--- src/rtl/ascon_round_counter.sv ---
// Round counter for the ASCON permutation datapath.
// Loads one of NUM_MODES start values on a start request, then counts up one
// round per enabled cycle until LAST_VALUE is consumed, pulsing done_o.
//
// state | meaning
// ------+------------------------------------------------------------
// IDLE  | waiting for start_i; cpt_o keeps the last loaded/reached value
// RUN   | counting rounds; en_i advances, abort_i cancels without done_o
module ascon_round_counter #(
  parameter int                         WIDTH      = 4,
  parameter int                         NUM_MODES  = 2,
  parameter logic [NUM_MODES*WIDTH-1:0] INIT_VEC   = {4'd6, 4'd0},
  parameter logic [WIDTH-1:0]           LAST_VALUE = 11,
  parameter int                         MODE_W     = (NUM_MODES > 1) ? $clog2(NUM_MODES) : 1
) (
  input  logic              clock_i,
  input  logic              reset_i,
  input  logic              start_i,
  input  logic [MODE_W-1:0] mode_i,
  input  logic              en_i,
  input  logic              abort_i,
  output logic [WIDTH-1:0]  cpt_o,
  output logic              busy_o,
  output logic              last_o,
  output logic              done_o
);

  typedef enum logic {
    IDLE = 1'b0,
    RUN  = 1'b1
  } state_t;

  state_t           state;
  logic [WIDTH-1:0] cpt;
  logic             busy;
  logic             done;
  logic [WIDTH-1:0] init_val;
  logic             at_last;

  // Start value for the requested mode; out-of-range modes fall back to mode 0.
  always_comb begin
    init_val = INIT_VEC[WIDTH-1:0];
    for (int m = 0; m < NUM_MODES; m++) begin
      if (int'(mode_i) == m) begin
        init_val = INIT_VEC[m*WIDTH +: WIDTH];
      end
    end
  end

  // Terminal-round compare, driven only by registers.
  always_comb begin
    at_last = (cpt == LAST_VALUE);
  end

  // Control FSM with registered count, busy and done outputs.
  always_ff @(posedge clock_i or posedge reset_i) begin
    if (reset_i) begin
      state <= IDLE;
      cpt   <= '0;
      busy  <= 1'b0;
      done  <= 1'b0;
    end else begin
      done <= 1'b0;
      case (state)
        IDLE: begin
          // abort_i has priority so a coincident start is dropped
          if (start_i && !abort_i) begin
            cpt   <= init_val;
            busy  <= 1'b1;
            state <= RUN;
          end
        end
        RUN: begin
          if (abort_i) begin
            busy  <= 1'b0;
            state <= IDLE;
          end else if (en_i) begin
            if (at_last) begin
              // count stays at LAST_VALUE so the final index remains visible
              busy  <= 1'b0;
              done  <= 1'b1;
              state <= IDLE;
            end else begin
              cpt <= cpt + 1'b1;
            end
          end
        end
        default: begin
          busy  <= 1'b0;
          state <= IDLE;
        end
      endcase
    end
  end

  assign cpt_o  = cpt;
  assign busy_o = busy;
  assign done_o = done;
  assign last_o = busy & at_last;

endmodule

--- config.mk ---
export PLATFORM = sky130hd
export DESIGN_NAME = ascon_round_counter
export DESIGN_NICKNAME = d
export VERILOG_FILES = /design/src/rtl/ascon_round_counter.sv
export SDC_FILE = /design/constraint.sdc
export NUM_CORES = 1
export LEC_CHECK = 0
export CAP_MARGIN = 10
export CORE_AREA = 2 2 39 41
export DETAILED_ROUTE_END_ITERATION = 12
export DIE_AREA = 0 0 41 43
export GPL_ROUTABILITY_DRIVEN = 1
export PLACE_DENSITY = 0.61
export SYNTH_ARGS = -nofsm -noshare
export SYNTH_HDL_FRONTEND = slang
export SYNTH_SLANG_ARGS = --single-unit
--- constraint.sdc ---
create_clock -name clock_i -period 1.69 [get_ports clock_i]
set_input_delay 0.338 -clock clock_i [delete_from_list [all_inputs] [get_ports clock_i]]
set_output_delay 0.338 -clock clock_i [all_outputs]
set_load 0.005 [all_outputs]
==> results of run 1 <==
where the power goes:
part | total, W | switching (W) | internal (W)
registers | 0.000214 | 0.0000178 | 0.000196
logic | 0.000229 | 0.0000825 | 0.000147
clock network | 0.000148 | 0.0000580 | 0.0000899
total | 0.000591 | 0.000158 | 0.000433
timing repair:
item / CTS / global route
endpoints found under the setup margin: 1 / 0
hold endpoints to repair: 0 / 0
resized for setup: 5 / 0
setup buffers: 1 / 0
critical path, stage by stage (launching register included):
cell and delay [ps]:
dfrtp_1 390, ha_2 200, and3b_2 200, and2_1 140, buf_2 120
how the worst max path moves through the flow:
stage,from,end,slack (ps),cells past startpoint
2_1_floorplan,cpt_o[0],cpt_o[1],180,4
3_3_place_gp,abort_i,cpt_o[1],-60,4
3_5_place_dp,abort_i,cpt_o[1],-70,4
4_1_cts,cpt_o[1],last_o,60,4
5_1_grt,cpt_o[1],last_o,20,4
6_report,cpt_o[1],last_o,60,4
metrics by stage:
stage	power (W)	TNS, ps	cell area [sq um]	instances	setup slack [ps]
after floorplan	0.000310	0	408	37	184
after global placement	0.000436	-169	597	72	-64.3
after detailed placement	0.000436	-191	597	72	-67.9
after CTS	0.000600	0	628	77	55.7
after global routing	0.000631	0	628	77	20.1
final	0.000591	0	628	77	59.3
logic make-up (layout without fill, tap and decap cells):
kind of cell | Yosys count | in the layout | share of synthesized area
multiplexers | 3 | 3 | 0.0889
buffers and inverters | 4 | 28 | 0.0552
AO/OA/AOI/OAI | 9 | 9 | 0.172
flip-flops | 7 | 7 | 0.429
AND/OR/NAND/NOR | 13 | 13 | 0.224
adder cells (fa/ha/maj) | 1 | 1 | 0.0307
metal layers:
metal  track usage  share of wire  vias up
met1         0.167           0.46      173
met5             0              0        -
li1              -              -      186
met3        0.0524          0.079        0
met2         0.178           0.46       12
met4        0.0600              0        0
layout make-up:
type,instances,area (sq um),area share
timing repair buffer,21,183,0.291
clock buffer,4,26.3,0.0418
multi-input combinational,26,213,0.339
inverter,3,11.3,0.0179
sequential,7,175,0.279
tap,16,20.0,0.0319
layout by cell type (no fill, tap or decap), types with 2 or more instances in the layout:
cell	instances
clkbuf_4	3
buf_4	9
nand3b_1	2
and3b_2	2
inv_1	3
clkdlybuf4s50_1	11
dfrtp_1	7
nor2_1	2
nor3_1	2
o21ai_0	2
registers in the layout, summed over array words and instances, names as in the netlist:
register,count
cpt_o,4
busy_o,1
done_o,1
state,1
==> reports/metrics.yaml, run 1 <==
timing:
  timing.final.crit_share: 0.965
  maxSlewViolCount: 0
  fin_crit_ps: 1630
  setup_viol: 0
  hold_viol_final: 0
  rsz0062_at_grt: "false"
  skew_ps: 1.77
  slew_headroom: 0.820
  max_freq_mhz: 613
  tightestPinTransition_ps: 270
  timing.hold.ws_ps: 327
synthesis:
  synth_top_flop_cell: "dfrtp_1"
  synth_commonest_cells: "dfrtp_1 (7), inv_1 (3)"
  yosys.area.top_type: "dfrtp_1"
  ys_async_sr_fraction: 1.00
  syn-num-nets: 44
  netlist_area_sq_um: 408
  synth_top_area_frac: 0.429
  ys_seq_area_frac: 0.429
  synth-edff-count: 0
  ys_ff_latch: 7
  synth_cell_types: 24
  yosys-top-cells-area: "dfrtp_1 (43%), and3b_2 (4.9%), mux2_4 (3.7%), nand3b_1 (3.7%), o21a_4 (3.7%)"
  syn_inst: 37
  yosysMostFrequentCell: "dfrtp_1"
  synth.avg_cell_area_sq_um: 11.0
  ys_warn_count: 0
clock_tree:
  cts_sinks: 7
  cts_max_level: 1
  cts-buffers-inserted: 3
  clk_latency_ps: 240
  cts_tree: "built"
  root_buffer: "clkbuf_4"
  cts.clk_slew.worst_paths_ps: 50
  cts.path.max_buffers: 2
  cts_hold_buf: 0
layout:
  syn_to_final_growth_pct: 54.0
  nets: 69
  utilization: 0.454
  diodes: 0
  drive_above_1_share: 0.344
  fillers: 132
placement:
  gp_congestion: 0.720
  hpwl_um: 678
  io_buffers: 12
die:
  dieArea_sq_um: 1760
  coreArea_sq_um: 1380
  ios: 13
  die_height_um: 43
  row_count: 14
  start_util: 0.295
  die_w_um: 41
grt:
  grt_max_degree: 8
  grt_overflow: 0
  grt_pass1_vias: 348
  grt_usage: 0.128
  grt_pass1_wl_um: 1480
  antenna_found_initial: 0
setup_path:
  end_kind: "output pin"
  r2r-end: "cpt_o[1]"
  cp_max_fo: 2
  rr_startpoint: "cpt_o[1]"
  cp.arrival_ps: 1290
  start_kind: "register"
  regToRegSetupSlack_ps: 120
  rr_worst_depth: 5
  crit_type: "register to output pin"
  worst_ep_required_time_ps: 1350
power_and_ir_drop:
  peakVddDrop_mv: 0.369
  p_leak_nw: 0.296
  p_per_area_nw_per_um2: 941
routing:
  wl_per_cell_um: 11.7
  postRouteAntennaNets: 0
  drc: 0
  routed_wl_um: 900
  dr_total_vias: 371
  routed_via_density: 4.82
  drt_iter0_markers: 8
  dr.pass1.iters: 2
hold_path:
  holdCritPathClass: "input pin to asynchronous set/reset pin"
outcome:
  outcome: "completed"
job:
  max-cap-violations: 0
Power figures use the tool's default switching activity.
==> run 2: changes to the inputs <==
- CTS_CLUSTER_SIZE: not set -> 12
==> results of run 2 <==
No change in the layout: final DEF, timing and power equal those of run 1.
